**src/rtl/des_pkg.sv**
```systemverilog
`default_nettype none
// +----------------------------------------------------------------------+
// | des_pkg                                                              |
// | Widths, E/P tables and permutation helpers for the DES round.        |
// | Revision: 1.0                                                        |
// +----------------------------------------------------------------------+
package des_pkg;

    localparam int DES_HALF_W = 32;
    localparam int DES_KEY_W  = 48;

    // Table entries are DES bit numbers: 1 is the MSB of the source vector.
    localparam int c_e_tab [48] = '{
        32,  1,  2,  3,  4,  5,
         4,  5,  6,  7,  8,  9,
         8,  9, 10, 11, 12, 13,
        12, 13, 14, 15, 16, 17,
        16, 17, 18, 19, 20, 21,
        20, 21, 22, 23, 24, 25,
        24, 25, 26, 27, 28, 29,
        28, 29, 30, 31, 32,  1
    };

    localparam int c_p_tab [32] = '{
        16,  7, 20, 21, 29, 12, 28, 17,
         1, 15, 23, 26,  5, 18, 31, 10,
         2,  8, 24, 14, 32, 27,  3,  9,
        19, 13, 30,  6, 22, 11,  4, 25
    };

    function automatic logic [DES_KEY_W-1:0] des_expand(input logic [DES_HALF_W-1:0] r);
        logic [DES_KEY_W-1:0] e;
        e = '0;
        for (int i = 0; i < DES_KEY_W; i++) begin
            e[DES_KEY_W-1-i] = r[DES_HALF_W - c_e_tab[i]];
        end
        return e;
    endfunction

    function automatic logic [DES_HALF_W-1:0] des_permute_p(input logic [DES_HALF_W-1:0] s);
        logic [DES_HALF_W-1:0] p;
        p = '0;
        for (int i = 0; i < DES_HALF_W; i++) begin
            p[DES_HALF_W-1-i] = s[DES_HALF_W - c_p_tab[i]];
        end
        return p;
    endfunction

endpackage
`default_nettype wire

```
**src/rtl/des_sbox_layer.sv**
```systemverilog
`default_nettype none
// +----------------------------------------------------------------------+
// | des_sbox / des_sbox_layer                                            |
// | Combinational DES S-box layer: 48-bit input to 32-bit output.        |
// | Revision: 1.0                                                        |
// +----------------------------------------------------------------------+
module des_sbox #(
    // 64 nibbles, entry (row*16 + col) starting at the MSB end
    parameter logic [255:0] TABLE = '0
) (
    input  logic [5:0] din,
    output logic [3:0] dout
);

    logic [5:0] w_idx;
    logic [7:0] w_base;

    assign w_idx  = {din[5], din[0], din[4:1]};
    assign w_base = 8'd255 - {w_idx, 2'b00};
    assign dout   = TABLE[w_base -: 4];

endmodule

module des_sbox_layer
    import des_pkg::*;
(
    input  logic [DES_KEY_W-1:0]  x,
    output logic [DES_HALF_W-1:0] y
);

    localparam logic [255:0] c_sbox [8] = '{
        256'hE4D12FB83A6C5907_0F74E2D1A6CB9538_41E8D62BFC973A50_FC8249175B3EA06D,
        256'hF18E6B34972DC05A_3D47F28EC01A69B5_0E7BA4D158C6932F_D8A13F42B67C05E9,
        256'hA09E63F51DC7B428_D709346A285ECBF1_D6498F30B12C5AE7_1AD069874FE3B52C,
        256'h7DE3069A1285BC4F_D8B56F03472C1AE9_A690CB7DF13E5284_3F06A1D8945BC72E,
        256'h2C417AB6853FD0E9_EB2C47D150FA3986_421BAD78F9C5630E_B8C71E2D6F09A453,
        256'hC1AF92680D34E75B_AF427C9561DE0B38_9EF528C3704A1DB6_432C95FABE17608D,
        256'h4B2EF08D3C975A61_D0B7491AE35C2F86_14BDC37EAF680592_6BD814A7950FE23C,
        256'hD2846FB1A93E50C7_1FD8A374C56B0E92_7B419CE206ADF358_21E74A8DFC90356B
    };

    for (genvar j = 0; j < 8; j++) begin : g_sbox
        des_sbox #(
            .TABLE (c_sbox[j])
        ) u_sbox (
            .din  (x[DES_KEY_W-1-6*j -: 6]),
            .dout (y[DES_HALF_W-1-4*j -: 4])
        );
    end

endmodule
`default_nettype wire

```
**src/rtl/des_f_round_pipe.sv**
```systemverilog
`default_nettype none
// +----------------------------------------------------------------------+
// | des_f_round_pipe                                                     |
// | Two-stage pipelined DES Feistel round with valid/ready handshake.    |
// | Revision: 1.0                                                        |
// +----------------------------------------------------------------------+
module des_f_round_pipe
    import des_pkg::*;
(
    input  logic                  clk,
    input  logic                  rst_n,
    input  logic                  in_valid,
    output logic                  in_ready,
    input  logic [DES_HALF_W-1:0] in_l,
    input  logic [DES_HALF_W-1:0] in_r,
    input  logic [DES_KEY_W-1:0]  in_key,
    input  logic                  in_last,
    output logic                  out_valid,
    input  logic                  out_ready,
    output logic [DES_HALF_W-1:0] out_l,
    output logic [DES_HALF_W-1:0] out_r
);

    logic                  r_s1_v;
    logic                  r_s2_v;
    logic                  r_s1_last;
    logic [DES_KEY_W-1:0]  r_s1_x;
    logic [DES_HALF_W-1:0] r_s1_l;
    logic [DES_HALF_W-1:0] r_s1_r;
    logic [DES_HALF_W-1:0] r_out_l;
    logic [DES_HALF_W-1:0] r_out_r;

    logic                  w_s2_adv;
    logic                  w_s1_adv;
    logic                  w_accept;
    logic [DES_HALF_W-1:0] w_sbox_out;
    logic [DES_HALF_W-1:0] w_f;
    logic [DES_HALF_W-1:0] w_l_xor_f;

    assign w_s2_adv  = !r_s2_v || out_ready;
    assign w_s1_adv  = r_s1_v && w_s2_adv;
    assign in_ready  = !r_s1_v || w_s2_adv;
    assign w_accept  = in_valid && in_ready;

    des_sbox_layer u_sbox_layer (
        .x (r_s1_x),
        .y (w_sbox_out)
    );

    assign w_f       = des_permute_p(w_sbox_out);
    assign w_l_xor_f = r_s1_l ^ w_f;

    always_ff @(posedge clk) begin
        if (!rst_n) begin
            r_s1_v    <= 1'b0;
            r_s2_v    <= 1'b0;
            r_s1_last <= 1'b0;
            r_s1_x    <= '0;
            r_s1_l    <= '0;
            r_s1_r    <= '0;
            r_out_l   <= '0;
            r_out_r   <= '0;
        end else begin
            // A new accept may overwrite stage 1 on the same edge it drains.
            if (w_accept) begin
                r_s1_v    <= 1'b1;
                r_s1_x    <= des_expand(in_r) ^ in_key;
                r_s1_l    <= in_l;
                r_s1_r    <= in_r;
                r_s1_last <= in_last;
            end else if (w_s1_adv) begin
                r_s1_v    <= 1'b0;
            end

            if (w_s2_adv) begin
                r_s2_v <= r_s1_v;
            end

            if (w_s1_adv) begin
                if (r_s1_last) begin
                    r_out_l <= w_l_xor_f;
                    r_out_r <= r_s1_r;
                end else begin
                    r_out_l <= r_s1_r;
                    r_out_r <= w_l_xor_f;
                end
            end
        end
    end

    assign out_valid = r_s2_v;
    assign out_l     = r_out_l;
    assign out_r     = r_out_r;

endmodule
`default_nettype wire
```
**config.mk**
```make
export PLATFORM = sky130hd
export DESIGN_NAME = des_f_round_pipe
export DESIGN_NICKNAME = d
export VERILOG_FILES = /design/src/rtl/des_pkg.sv /design/src/rtl/des_sbox_layer.sv /design/src/rtl/des_f_round_pipe.sv
export SDC_FILE = /design/constraint.sdc
export NUM_CORES = 1
export LEC_CHECK = 0
export ABC_AREA = 1
export BUFFER_PORTS_ARGS = -buffer_cell sky130_fd_sc_hd__buf_4
export CORE_ASPECT_RATIO = 0.6
export CORE_UTILIZATION = 54
export DETAILED_ROUTE_END_ITERATION = 10
export PLACE_DENSITY_LB_ADDON = 0.25
export SETUP_SLACK_MARGIN = 0.4
export SLEW_MARGIN = 15
export SYNTH_ARGS = -nofsm -noshare
export SYNTH_HDL_FRONTEND = slang
export SYNTH_HIERARCHICAL = 1
export SYNTH_SLANG_ARGS = --single-unit
```
**constraint.sdc**
```tcl
create_clock -name clk -period 1.95 [get_ports clk]
set_input_delay 0.39 -clock clk [delete_from_list [all_inputs] [get_ports clk]]
set_output_delay 0.39 -clock clk [all_outputs]
set_load 0.02 [all_outputs]
```
* After elaboration in Yosys (flattened, before gate mapping) *
Index checks and enable logic that the tools add are counted.

storage, ports and cells
  output and inout bits = 66
  register bits after elaboration = 179
  input bits = 117
  logic and storage cells = 37

cells by class
  reductions and logical operators = 7
  shift operators = 8
  bitwise logic cells = 2
  mux-type cells = 4
  add/sub/neg operators = 8

operator list
  operator                                                    count
  indexed part select 259 x 9 -> 4 bit, first input constant  8
  two-way mux 32 bit                                          2
  subtractor 8 bit, first input constant                      8
  XOR 48 bit                                                  1
  XOR 32 bit                                                  1
  logical AND 1 bit                                           2
  zero test 1 bit                                             2
  logical OR 1 bit                                            2
  two-way mux 1 bit                                           2
  nonzero test 2 bit                                          1

* Depth between registers and ports, before layout *
  depth in word-level cells = 5
  mapped depth = 17
  gate-level depth less buffers = 17

* Modules after synthesis *
Netlist, hierarchy kept.

by module, submodules not included
  module                                    cells each  area an instance (um^2)  times used  seq. area each (um^2)
  des_f_round_pipe                          1,494       9,100.0                  1           3,583.4
  des_sbox (u_sbox_layer.g_sbox[1].u_sbox)  123         639.4                    1           0.0
  des_sbox (u_sbox_layer.g_sbox[7].u_sbox)  117         635.6                    1           0.0
  des_sbox (u_sbox_layer.g_sbox[0].u_sbox)  126         631.9                    1           0.0
  des_sbox (u_sbox_layer.g_sbox[5].u_sbox)  116         614.3                    1           0.0
  des_sbox (u_sbox_layer.g_sbox[6].u_sbox)  118         603.1                    1           0.0
  des_sbox (u_sbox_layer.g_sbox[4].u_sbox)  110         600.6                    1           0.0
  des_sbox (u_sbox_layer.g_sbox[2].u_sbox)  120         579.3                    1           0.0
  des_sbox (u_sbox_layer.g_sbox[3].u_sbox)  104         551.8                    1           0.0

* Worst setup path after synthesis *
Ideal clock, no wire load.

  kind = register -> register
  start = register r_s1_x[19]
  end = register r_out_l[29], in the netlist out_l[29]
  data arrival time = 1.750 ns
  required time = 1.838 ns
  library setup time = 0.112 ns
  cell stages (with the launch flop) = 15
  setup slack = 0.089 ns
  clock period less this slack = 1.861 ns
  path buffers = 0
  cell sequence = dfxtp_1 inv_1 ha_1 inv_1 nand2_2 nand3_1 nand3_1 nand3_1 nand2_1 inv_1 nand2_1 nand2_1 nor2_1 nor2_1 nor2_1

between the ends
  word-level cells in the longest chain between the ends = 4

RTL lines
  element                               line                    source
  start: declaration                    des_f_round_pipe.sv:27  logic [DES_KEY_W-1:0] r_s1_x;
  start signal: assignment              des_f_round_pipe.sv:67  r_s1_x <= des_expand(in_r) ^ in_key;
  subtractor 8 bit                      des_sbox_layer.sv:19    assign w_base = 8'd255 - {w_idx, 2'b00};
  indexed part select 259 x 9 -> 4 bit  des_sbox_layer.sv:20    assign dout = TABLE[w_base -: 4];
  net w_sbox_out[12]                    des_f_round_pipe.sv:36  logic [DES_HALF_W-1:0] w_sbox_out;
  XOR 32 bit                            des_f_round_pipe.sv:51  assign w_l_xor_f = r_s1_l ^ w_f;
  two-way mux 32 bit                    des_f_round_pipe.sv:80  if (r_s1_last) begin
  end signal: assignment                des_f_round_pipe.sv:81  r_out_l <= w_l_xor_f;
  end signal: assignment                des_f_round_pipe.sv:84  r_out_l <= r_s1_r;
  end: declaration                      des_f_round_pipe.sv:30  logic [DES_HALF_W-1:0] r_out_l;

The timed path passes the listed nets, and every way through them passes these cells.
A chain may end at the register's enable or synchronous reset.

* Final worst setup path *
  start = register r_s1_x[7]
  end = register r_out_l[20], in the netlist out_l[20]

The elaborated chain is that of the path after synthesis.

==> flow_summary.yaml <==
status:
  status: "finished, final reports clean"
cts:
  numCtsBuffers: 17
  clockBufferDepth: 2
  clk_pin_slew_ns: 0.08
  numClockSinks: 179
  htreeDepth: 4
  ctsHoldBuffers: 0
  cts_tree: "built"
  clock_latency_ns: 0.45
  cts_root_buffer: "clkbuf_16"
floorplan:
  die_h_um: 127
  fp.dieW_um: 210
  initial_utilization_pct: 55.1
  core_area_mm2: 0.0253
  die-area_mm2: 0.0265
  row_count: 45
  io_pins: 183
yosys:
  ys_seq_area_share_pct: 25.7
  synth_cell_types: 32
  syn_area_per_cell_um2: 5.75
  synth-seq-cells: 179
  synthesis.area_mm2: 0.0140
  yosys_warnings: 6
  synthCells: 2428
  syn-num-nets: 2608
worst_hold_path:
  min_path_cells: 3
  hold_path.class: "input port to flop"
timing:
  hold_ws_ns: 0.160
  worst_slew_pin_slew_ns: 0.806
  drv_slew: 0
  fmax_ghz: 0.536
  min_period_ns: 1.86
  maxSlewHeadroom_pct: 46.3
  fin_skew_ns: 0.0109
  rsz0062_at_grt: "true"
  setup_violations: 0
  hold_viol_final: 0
  finalCritPeriodShare_pct: 95.6
pwr:
  finalPower_w: 0.0130
  power.share.sequential_pct: 32.6
  cell_internal_pwr_w: 0.00780
  max-vdd-ir-drop_mv: 0.482
  switchingPower_w: 0.00517
  p_clk_share_pct: 27.8
  power_density_mw_per_mm2: 694
  leakage_nw: 9.51
  p_comb_share_pct: 39.6
  swShare_pct: 39.9
detailed_routing:
  drt-total-wl_um: 45800
  antenna_left: 0
  route.detailed.drc: 0
  drtIter0Drc: 1285
  vias: 15700
  wire_per_inst_um: 15.5
  viasPerCell: 5.31
  drt_pass1_iterations: 6
setup_path:
  endpoint_kind: "flop"
  critPathMaxStageDelay_ns: 0.41
  worst-path-buf-inv: 2
  cp_max_fo: 5
  slowest_stage: "dfxtp_4"
  crit_required_ns: 2.34
  cp_common_cell: "nand2_2"
  reg2reg_depth: 14
  critPathLaunchType: "flop"
  cp.arrival_ns: 2.26
  r2r_slack_ns: 0.09
  worstSetupPathDepth: 14
  critPathKind: "flop to flop"
  cp_top_family: "simple AND/OR/NAND/NOR gates"
  crit_chain: "inv_8 -> ha_4 -> nand2_4 -> nand2_2 -> nand2_2 -> nand2_2 -> a21oi_2 -> a21oi_4 -> inv_1 -> nand2_1 -> nand2_2 -> nor2_1 -> nor2_1 -> nor2_1"
layout:
  layout.nets: 2802
  final_util_pct: 73.8
  final_cell_mix: "nand2_1, nor2_1, buf_4"
  drive_gt1_share_pct: 30.6
  nFillCells: 2079
  stdcell_count: 2964
  final_area_mm2: 0.0187
  final_common_cell: "nand2_1"
  antennaDiodeCount: 0
  synthToLayoutAreaGrowth_pct: 33.9
global_routing:
  grt_pass1_vias: 14200
  track_usage_pct: 33.3
  antenna_found_initial: 0
  grt_pass1_wl_um: 71300
  gr-total-overflow: 0
  grt_max_degree: 65
placed_design:
  placedCellCount: 2875
  dpl_cell_area_mm2: 0.0158
  hpwl_um: 30900
  gp_congestion: 0.958
  port_buffers: 182
flow_run:
  maxCapViolCount: 0
-- metrics by stage --
step                      TNS (ns)  setup slack (ns)
final                            0            0.0858
after global routing        -0.161           -0.0575
after CTS                        0             0.134
after detailed placement         0            0.0213
after global placement           0            0.0266
after floorplan                  0             0.397
-- repair_timing --
| action | in CTS | in global routing |
|---|---|---|
| setup buffers | 46 | 9 |
| resized for setup | 205 | 284 |
| endpoints found under the setup margin | 65 | 66 |
| pin swaps | 136 | 193 |
| cloned | 2 | 0 |
| endpoints found under the hold margin | 0 | 0 |
-- cell usage after synthesis --
cell type	instances	area (um2)
a21oi_1	61	305
a21oi_2	5	43.8
buf_1	7	26.3
buf_2	59	295
buf_4	15	113
buf_6	18	203
buf_8	3	45.0
bufinv_8	1	17.5
clkbuf_1	23	86.3
clkinv_1	1	3.75
clkinv_2	1	5.00
dfxtp_1	179	3580
ha_1	63	788
inv_1	248	931
inv_2	21	78.8
inv_4	4	25.0
nand2_1	885	3320
nand2_2	22	138
nand2_4	6	67.6
nand3_1	281	1410
nand3_2	8	80.1
nand3b_1	32	240
nand4_1	2	12.5
nor2_1	400	1500
nor2_2	2	12.5
o211ai_1	5	37.5
o211ai_2	2	25.0
o21ai_0	13	65.1
o21ai_1	9	45.0
o21ai_2	3	26.3
or2_1	1	6.26
xor2_1	48	420
-- routing by layer --
metal	track usage [%]	routed length [um]	part of all wire, %
met1	45.6	20500	45
met5	0	0	0
met3	5.55	3590	7.8
met2	52.4	20100	44
met4	13.0	1530	3.3
-- state kept, by name, indices dropped and copies added, names as in the netlist --
signal	count
out_r	32
r_s1_v	1
r_s1_x	48
out_l	32
out_valid	1
r_s1_last	1
r_s1_l	32
r_s1_r	32
-- final cells by class --
class / count / area [um2] / share of cell area [%]
Multi-Input combinational cell: 1848 / 10300 / 54.9
Clock buffer: 18 / 439 / 2.35
Tap cell: 329 / 412 / 2.20
Inverter: 276 / 1190 / 6.36
Sequential cell: 179 / 3660 / 19.6
Clock inverter: 14 / 164 / 0.877
Timing Repair Buffer: 300 / 2580 / 13.8
-- logic make-up (layout without fill, tap and decap cells) --
kind of cell,count (synthesis),count (layout),share of synthesized area [%]
simple gates,1639,1639,48.6
compound gates,98,98,3.93
buf+inv,401,608,13.1
xor+xnor,48,48,3.01
flops,179,179,25.7
fa+ha+maj,63,63,5.65
-- final timing paths --
| kind | from | end |
|---|---|---|
| worst max-delay path | r_s1_x[7]$_SDFFE_PN0P_ | out_l[20]$_SDFFE_PN0P_ |
| worst min-delay path | in_l[18] | r_s1_l[18]$_SDFFE_PN0P_ |
| worst min register to register | r_s1_r[21]$_SDFFE_PN0P_ | r_s1_r[21]$_SDFFE_PN0P_ |
| worst max register to register | r_s1_x[7]$_SDFFE_PN0P_ | out_l[20]$_SDFFE_PN0P_ |
-- worst reg2reg max path, cell delays in order, from the launching register on --
cell and delay, ns:
dfxtp_4 0.41, inv_8 0.06, ha_4 0.32, nand2_4 0.07
nand2_2 0.06, nand2_2 0.06, nand2_2 0.09, a21oi_2 0.07
a21oi_4 0.21, inv_1 0.07, nand2_1 0.09, nand2_2 0.07
nor2_1 0.09, nor2_1 0.05, nor2_1 0.09
-- power groups by stage --
stage	clock [W]	sequential, W	combinational [W]
floorplan	0	0.00437	0.00271
global route	0.00379	0.00427	0.00561
global placement	0	0.00430	0.00395
CTS	0.00365	0.00421	0.00447
detailed placement	0	0.00431	0.00397
finish	0.00361	0.00423	0.00513
(Power assumes the default switching activity.)
